===== src/rtl/bc_orbit_counter.sv =====
// Bunch-crossing / orbit counter with orbit-marker alignment, lock tracking
// and misaligned-marker flagging.
module bc_orbit_counter #(
    parameter int unsigned LSB_CNT_MAX = 3564,
    parameter int unsigned LSB_W       = 12,
    parameter int unsigned MSB_W       = 24,
    parameter int unsigned BC_OFFSET   = 0,
    parameter int unsigned MISS_MAX    = 3
) (
    input  logic             clk,
    input  logic             rst,
    input  logic             en,
    input  logic             resync_i,
    input  logic             orbit_clr_i,
    input  logic             err_clr_i,
    output logic [LSB_W-1:0] bcid_o,
    output logic [MSB_W-1:0] orbit_o,
    output logic             bc0_o,
    output logic             locked_o,
    output logic             resync_err_o,
    output logic [1:0]       miss_cnt_o
);

    localparam int unsigned MISS_W  = (MISS_MAX < 3) ? 2 : $clog2(MISS_MAX + 1);
    localparam int unsigned EXP_BC  = (BC_OFFSET == 0) ? (LSB_CNT_MAX - 1) : (BC_OFFSET - 1);
    localparam logic [LSB_W-1:0]  BC_LAST  = LSB_W'(LSB_CNT_MAX - 1);
    localparam logic [LSB_W-1:0]  BC_EXP   = LSB_W'(EXP_BC);
    localparam logic [LSB_W-1:0]  BC_LOAD  = LSB_W'(BC_OFFSET);
    localparam logic [MISS_W-1:0] MISS_TOP = MISS_W'(MISS_MAX);
    localparam logic              LOAD_IS_ZERO = (BC_OFFSET == 0);

    typedef enum logic {S_UNLOCKED = 1'b0, S_LOCKED = 1'b1} state_t;

    state_t              r_state;
    state_t              w_state_nxt;
    logic [LSB_W-1:0]    r_bcid;
    logic [MSB_W-1:0]    r_orbit;
    logic                r_bc0;
    logic                r_err;
    logic [MISS_W-1:0]   r_miss;
    logic [1:0]          r_miss_sat;

    logic                w_wrap;
    logic                w_aligned;
    logic                w_miss_locked;
    logic [LSB_W-1:0]    w_bc_adv;
    logic [MISS_W-1:0]   w_miss_inc;
    logic [LSB_W-1:0]    w_bcid_nxt;
    logic [MSB_W-1:0]    w_orbit_nxt;
    logic                w_bc0_nxt;
    logic                w_err_nxt;
    logic [MISS_W-1:0]   w_miss_nxt;
    logic [1:0]          w_miss_sat_nxt;

    assign w_wrap        = (r_bcid == BC_LAST);
    assign w_aligned     = (r_bcid == BC_EXP);
    assign w_bc_adv      = w_wrap ? '0 : r_bcid + LSB_W'(1);
    assign w_miss_inc    = (r_miss == MISS_TOP) ? r_miss : r_miss + MISS_W'(1);
    assign w_miss_locked = resync_i && !w_aligned && (r_state == S_LOCKED);

    // FSM state register
    always_ff @(posedge clk or posedge rst) begin
        if (rst) begin
            r_state <= S_UNLOCKED;
        end else begin
            r_state <= w_state_nxt;
        end
    end

    // FSM next state: only a marker seen while enabled moves the lock state
    always_comb begin
        w_state_nxt = r_state;
        if (en && resync_i) begin
            case (r_state)
                S_UNLOCKED: w_state_nxt = S_LOCKED;
                S_LOCKED: begin
                    if (!w_aligned && (w_miss_inc == MISS_TOP)) begin
                        w_state_nxt = S_UNLOCKED;
                    end
                end
                default: w_state_nxt = S_UNLOCKED;
            endcase
        end
    end

    // FSM outputs
    always_comb begin
        locked_o = (r_state == S_LOCKED);
    end

    // Counter, orbit, error and miss-count next values
    always_comb begin
        w_bcid_nxt  = r_bcid;
        w_orbit_nxt = r_orbit;
        w_bc0_nxt   = 1'b0;
        w_err_nxt   = r_err;
        w_miss_nxt  = r_miss;
        if (en) begin
            if (resync_i) begin
                w_bcid_nxt = BC_LOAD;
                w_bc0_nxt  = LOAD_IS_ZERO;
            end else begin
                w_bcid_nxt = w_bc_adv;
                w_bc0_nxt  = w_wrap;
            end

            if (orbit_clr_i) begin
                w_orbit_nxt = '0;
            end else if ((!resync_i && w_wrap) || (resync_i && w_aligned && LOAD_IS_ZERO)) begin
                w_orbit_nxt = r_orbit + MSB_W'(1);
            end

            if (err_clr_i) begin
                w_err_nxt = 1'b0;
            end
            if (w_miss_locked) begin
                w_err_nxt = 1'b1;
            end

            if (resync_i) begin
                if (r_state == S_LOCKED && !w_aligned) begin
                    w_miss_nxt = w_miss_inc;
                end else begin
                    w_miss_nxt = '0;
                end
            end
        end
        w_miss_sat_nxt = (w_miss_nxt > MISS_W'(3)) ? 2'd3 : w_miss_nxt[1:0];
    end

    // Datapath registers
    always_ff @(posedge clk or posedge rst) begin
        if (rst) begin
            r_bcid     <= '0;
            r_orbit    <= '0;
            r_bc0      <= 1'b0;
            r_err      <= 1'b0;
            r_miss     <= '0;
            r_miss_sat <= 2'd0;
        end else begin
            r_bcid     <= w_bcid_nxt;
            r_orbit    <= w_orbit_nxt;
            r_bc0      <= w_bc0_nxt;
            r_err      <= w_err_nxt;
            r_miss     <= w_miss_nxt;
            r_miss_sat <= w_miss_sat_nxt;
        end
    end

    assign bcid_o       = r_bcid;
    assign orbit_o      = r_orbit;
    assign bc0_o        = r_bc0;
    assign resync_err_o = r_err;
    assign miss_cnt_o   = r_miss_sat;

endmodule

===== config.mk =====
export PLATFORM = sky130hd
export DESIGN_NAME = bc_orbit_counter
export DESIGN_NICKNAME = d
export VERILOG_FILES = /design/src/rtl/bc_orbit_counter.sv
export SDC_FILE = /design/constraint.sdc
export NUM_CORES = 1
export LEC_CHECK = 0
export CAP_MARGIN = 15
export CORE_UTILIZATION = 51
export CTS_CLUSTER_SIZE = 16
export DETAILED_ROUTE_END_ITERATION = 16
export PLACE_DENSITY = 0.79
export SLEW_MARGIN = 20
export SYNTH_ARGS = -nofsm -noshare
export SYNTH_HDL_FRONTEND = slang
export SYNTH_SLANG_ARGS = --single-unit

===== constraint.sdc =====
create_clock -name clk -period 2.07 [get_ports clk]
set_input_delay 0.3105 -clock clk [delete_from_list [all_inputs] [get_ports clk]]
set_output_delay 0.3105 -clock clk [all_outputs]
set_load 0.05 [all_outputs]

==> results of run 1 <==
[worst paths after layout]
kind / to / from / slack [ns]
max reg2reg: orbit_o[20] / bcid_o[4] / 0.12
min: orbit_o[16] / rst / 0.44
max: bcid_o[5] / bcid_o[5] / 0.11
min reg2reg: resync_err_o / resync_err_o / 0.50
min in group clk: resync_err_o / resync_err_o / 0.50
max in group asynchronous: bcid_o[4] / rst / 1.25
[sequential cells by signal, summed over array words and instances (netlist names), named ones only]
register / cells
resync_err_o: 1
bc0_o: 1
bcid_o: 12
orbit_o: 24
locked_o: 1
[metrics by stage]
| step | util | worst slack [ns] | total power [mW] | hold slack [ns] | instances |
|---|---|---|---|---|---|
| final | 0.7020 | 0.1142 | 2.081 | 0.4381 | 363 |
| after floorplan | - | 0.0009397 | 1.300 | 0.4150 | 252 |
| after global routing | 0.7020 | 0.0008960 | 2.165 | 0.5053 | 363 |
| after CTS | 0.6968 | 0.08140 | 2.092 | 0.4565 | 362 |
| after global placement | 0.6736 | 0.1437 | 1.497 | 0.4746 | 354 |
| after detailed placement | 0.6736 | 0.09399 | 1.512 | 0.4879 | 354 |
[Yosys cell counts (all sizes together), types with 3 or more instances]
cell and instances:
o211ai 5, nor4 8, inv 9, and2 3, a31oi 4, nand2b 3, o21ai 6, xor2 5
or4 11, clkbuf 10, nor2 19, nand4 12, xnor2 4, nand3 18, buf 3, and3 6
nor3 3, o31ai 7, dfrtp 41, o311ai 6, a21oi 7, and4 6, nand2 27, or3 4
[kinds of logic (layout without fill, tap and decap cells)]
| group | after synthesis | count (layout) | synth area share |
|---|---|---|---|
| compound gates | 50 | 50 | 0.1573 |
| xor+xnor | 9 | 9 | 0.03429 |
| fa+ha+maj | 2 | 2 | 0.01089 |
| buf+inv | 22 | 81 | 0.03974 |
| flops | 41 | 41 | 0.4464 |
| mux | 2 | 2 | 0.009254 |
| simple gates | 126 | 126 | 0.3021 |
[final cells by class]
class,count,area (sq um)
clock inverter,1,5.005
sequential,41,1040
clock buffer,7,96.34
multi-input combinational,189,1209
timing repair buffer,64,608.1
fill,342,1297
inverter,9,33.78
tap,52,65.06
[metal layers]
layer  vias up  global-route usage
met5         -                   0
met4         0             0.09524
met2        55              0.4391
met3         6             0.03801
li1       1067                   -
met1      1089              0.3228
[worst max-delay path, stage by stage, from the launching register on]
cell and delay [ns]:
dfrtp_2 0.39, buf_4 0.15, clkdlybuf4s50_1 0.80
[power by group]
part,leakage [nW],total (mW),internal (mW),switching (mW)
combinational,0.669,0.557,0.195,0.362
sequential,0.540,0.941,0.864,0.0770
clock,0.0542,0.584,0.302,0.282
total,1.26,2.08,1.36,0.721
[repair_timing]
item	in CTS	in global routing
endpoints found under the setup margin	0	8
buffers inserted	0	1
gates resized for setup	0	3
==> results_dict.tcl, run 1 <==
set metrics [dict create \
    status "finished clean" \
    relSlewSlack 0.6570 \
    clock_sinks 41 \
    avgSynthCellArea_sq_um 9.121 \
    ys_types 46 \
    nNetsFinal 318 \
    die_w_um 69.13 \
    first_pass_iters 4 \
    ys_top_cells_by_area "dfrtp_1 45%, nand2_1 4.4%, nand3_1 3.9%" \
    die_y_um 69.13 \
    drc 0 \
    wirelength_um 5744 \
    cellPowerDensity_mw_per_mm2 680.8 \
    route.met2.wl_um 2883 \
    grt_max_degree 42 \
    worst_pin_slew_ns 0.5106 \
    top_layer "met4" \
    fin_skew_ns 0.006510 \
    period_needed_ns 1.956 \
    yosysSeqAreaShare 0.4464 \
    finalSetupViolCount 0 \
    core_sq_mm 0.004354 \
    portBuffers 46 \
    finalMaxSlewViolations 0 \
    final_area_sq_mm 0.003057 \
    clk_pin_slew_worst_paths_ns 0.08 \
    cts_tree "yes" \
    finalCritPeriodShare 0.9448 \
    finalHoldViolations 0 \
    dpl.hpwl_um 4046 \
    clockBufferDepth 2 \
    yosysTopAreaCellShare 0.4464 \
    syn_inst 252 \
    yosys.area.top_type "dfrtp_1" \
    initial_core_util 0.5279 \
    postPlaceCellArea_sq_mm 0.002933 \
    grt_use_total 0.2549 \
    crit_type "reg -> out" \
    root_buffer "clkbuf_8" \
    max_freq_mhz 511.3 \
    power.leakage_nw 1.263 \
    final.setup.tns_ns 0 \
    rsz0062_at_grt "false" \
    synth_nets 260 \
    cp-start-kind "flop" \
    final_common_cell "clkdlybuf4s50_1" \
    numCtsBuffers 5 \
    irDropWorstVdd_uv 643.3 \
    detail_route.wl_per_cell_um 15.82 \
    synth-main-ff-cell "dfrtp_1" \
    drt_iter0_markers 192 \
    required_ns 1.76 \
    r2r_cells 4 \
    clk_latency_ns 0.30 \
    synth-edff-count 0 \
    drtAntennaViolNets 0 \
    syn_to_final_growth_pct 32.99 \
    async_reset_ff_frac 1.000 \
    grt_pass1_wl_um 9887 \
    drv_cap 0 \
    netlist_area_sq_mm 0.002298 \
    rows 24 \
    gr-total-overflow 0 \
    hold_path_class "in -> async" \
    synth-seq-cells 41 \
    wl_met3_um 215 \
    antennaDiodeCount 0 \
    m1WireLength_um 2588 \
    cts_hold_buf 0 \
    dr_total_vias 2217 \
    antenna_found_initial 0 \
    gp_congestion 0.8632 \
    io_pins 47 \
    htreeDepth 2 \
    critPathMaxFanout 6 \
    dieArea_sq_mm 0.004779 \
    grt_pass1_vias 2172 \
    endpoint_kind "output pin" \
    layout-drive-gt1-share 0.1350 \
    yosysWarningCount 0 \
    critPathArrivalTime_ns 1.65 \
    routed_via_density 6.107 \
    final_cell_mix "46 x clkdlybuf4s50_1, 30 x dfrtp_1, 27 x nand2_1" \
]
No activity file was read; power rests on OpenSTA's default activity.
==> run 2, diff against run 1 <==
--- a/config.mk
+++ b/config.mk
@@ -5,11 +5,13 @@
 export SDC_FILE = /design/constraint.sdc
 export NUM_CORES = 1
 export LEC_CHECK = 0
+export ABC_AREA = 1
 export CAP_MARGIN = 15
-export CORE_UTILIZATION = 51
+export CORE_UTILIZATION = 53
 export CTS_CLUSTER_SIZE = 16
 export DETAILED_ROUTE_END_ITERATION = 16
-export PLACE_DENSITY = 0.79
+export GPL_ROUTABILITY_DRIVEN = 0
+export PLACE_DENSITY = 0.81
 export SLEW_MARGIN = 20
 export SYNTH_ARGS = -nofsm -noshare
 export SYNTH_HDL_FRONTEND = slang
==> results_dict.tcl, run 2 <==
set metrics [dict create \
    fin_skew_ns 0.006208 \
    dpl.hpwl_um 4461 \
    r2r_cells 8 \
    worst_pin_slew_ns 0.5261 \
    yosysWarningCount 0 \
    required_ns 1.76 \
    nNetsFinal 412 \
    clock_sinks 41 \
    r2r_slack_ns 0.32 \
    first_pass_iters 4 \
    core_sq_mm 0.004504 \
    cellPowerDensity_mw_per_mm2 572.3 \
    ys_types 29 \
    synth_nets 361 \
    gr-total-overflow 0 \
    synth-seq-cells 41 \
    syn_inst 353 \
    clk_pin_slew_worst_paths_ns 0.07 \
    final_common_cell "nand2_1" \
    dieArea_sq_mm 0.005139 \
    whs_ns 0.4349 \
    portBuffers 46 \
    grt_pass1_vias 2297 \
    finalSetupViolCount 0 \
    layout-drive-gt1-share 0.1266 \
    clockBufferDepth 2 \
    initial_core_util 0.5714 \
    dr_total_vias 2442 \
    numCtsBuffers 5 \
    route.met2.wl_um 2874 \
    postPlaceCellArea_sq_mm 0.003075 \
    cp_slowest_stage_delay_ns 0.86 \
    io_pins 47 \
    grt_use_total 0.2633 \
    root_buffer "clkbuf_8" \
    crit_type "reg -> out" \
    die_y_um 71.69 \
    drc 0 \
    setup_slack_ns 0.1184 \
    critPathArrivalTime_ns 1.64 \
    final_area_sq_mm 0.003149 \
    period_needed_ns 1.952 \
    cts_tree "yes" \
    wirelength_um 6041 \
    critPathMaxFanout 6 \
    r2r_end "orbit_o[3]" \
    synth.most_common_cell "nand2_1" \
    htreeDepth 2 \
    final_cell_mix "116 x nand2_1, 46 x clkdlybuf4s50_1, 41 x nor2_1, 41 x dfrtp_1, 34 x inv_1" \
    final.setup.tns_ns 0 \
    largest_reg_flops 24 \
    finalHoldViolations 0 \
    grt_max_degree 42 \
    endpoint_kind "output pin" \
    ys_top_cells_by_area "dfrtp_1 40%, nand2_1 17%, nor2_1 6.0%" \
    clk_latency_ns 0.30 \
    cts_hold_buf 0 \
    async_reset_ff_frac 1.000 \
    irDropWorstVdd_uv 537.5 \
    drv_cap 0 \
    status "finished clean" \
    wl_met3_um 329 \
    timing.rr.start "bcid_o[1]" \
    syn_to_final_growth_pct 22.36 \
    max_freq_mhz 512.4 \
    routed_via_density 5.367 \
    synth-edff-count 0 \
    synthTopCellsByCount "116 x nand2_1, 41 x dfrtp_1, 41 x nor2_1" \
    yosysTopAreaCellShare 0.3986 \
    grt_pass1_wl_um 10540 \
    drt_iter0_markers 156 \
    m1WireLength_um 2681 \
    antenna_found_initial 0 \
    rsz0062_at_grt "false" \
    power.leakage_nw 1.330 \
    slowest_stage "clkdlybuf4s50_1" \
    antennaDiodeCount 0 \
    postCtsSetupBuffers 0 \
    dp_slack_ns 0.2988 \
    top_layer "met4" \
    cts_resized 0 \
    cp_cell_sequence "clkdlybuf4s50_1" \
    path_delay_family "buffers and inverters" \
    relSlewSlack 0.6493 \
    die_w_um 71.69 \
    cp-start-kind "flop" \
    finalCritPeriodShare 0.9428 \
    synth-main-ff-cell "dfrtp_1" \
    finalMaxSlewViolations 0 \
    yosysSeqAreaShare 0.3986 \
    hold_path_class "in -> async" \
    netlist_area_sq_mm 0.002574 \
    rows 24 \
    yosys.area.top_type "dfrtp_1" \
    total_power_mw 1.802 \
    drtAntennaViolNets 0 \
    avgSynthCellArea_sq_um 7.291 \
    path_buf_inv 1 \
    detail_route.wl_per_cell_um 13.28 \
]
[run 2: through the flow]
| step | util | cells |
|---|---|---|
| floorplan | - | 353 |
| global placement | 0.6828 | 449 |
| detailed placement | 0.6828 | 449 |
| CTS | 0.6992 | 455 |
| global route | 0.6992 | 455 |
| finish | 0.6992 | 455 |
[run 2: layout make-up]
| type | count | area, sq um |
|---|---|---|
| timing repair buffer | 51 | 498.0 |
| fill | 386 | 1355 |
| clock buffer | 5 | 68.82 |
| inverter | 36 | 135.1 |
| clock inverter | 1 | 5.005 |
| sequential | 41 | 1026 |
| tap | 52 | 65.06 |
| multi-input combinational | 269 | 1351 |
[run 2: kinds of logic after synthesis]
family                     share of synthesized area
and+or+nand+nor                               0.4059
buffers and inverters                        0.07632
DFF                                           0.3986
AOI/OAI and AO/OA                            0.09577
xor gates and xnor gates                     0.01361
adders and majority gates                   0.009721
[run 2: worst max-delay path by stage]
stage / from / endpoint / slack, ns / depth (start not counted)
CTS: orbit_o[9] / orbit_o[9] / 0.11 / 1
global placement: en / bcid_o[11] / 0.35 / 8
floorplan: bcid_o[1] / orbit_o[9] / 0.23 / 9
detailed placement: en / orbit_o[2] / 0.30 / 6
global route: orbit_o[19] / orbit_o[19] / 0.09 / 1
finish: orbit_o[9] / orbit_o[9] / 0.12 / 1
[run 2: where the power goes]
group | switching, mW | leakage [nW] | internal [mW] | total [mW]
combinational | 0.282 | 0.730 | 0.129 | 0.412
clock | 0.273 | 0.0399 | 0.222 | 0.495
sequential | 0.0496 | 0.560 | 0.846 | 0.896
[run 2: routing by layer]
layer  track usage  vias to the layer above
met5             0                        -
met4        0.1024                        0
met3       0.04782                       18
met2        0.4256                       73
met1        0.3524                     1123
li1              -                     1228
==> run 3, diff against run 2 <==
--- a/config.mk
+++ b/config.mk
@@ -6,7 +6,7 @@
 export NUM_CORES = 1
 export LEC_CHECK = 0
 export ABC_AREA = 1
-export CAP_MARGIN = 15
+export CAP_MARGIN = 20
 export CORE_UTILIZATION = 53
 export CTS_CLUSTER_SIZE = 16
 export DETAILED_ROUTE_END_ITERATION = 16
==> results of run 3 <==
No change in the layout: final DEF, timing and power equal those of run 2.
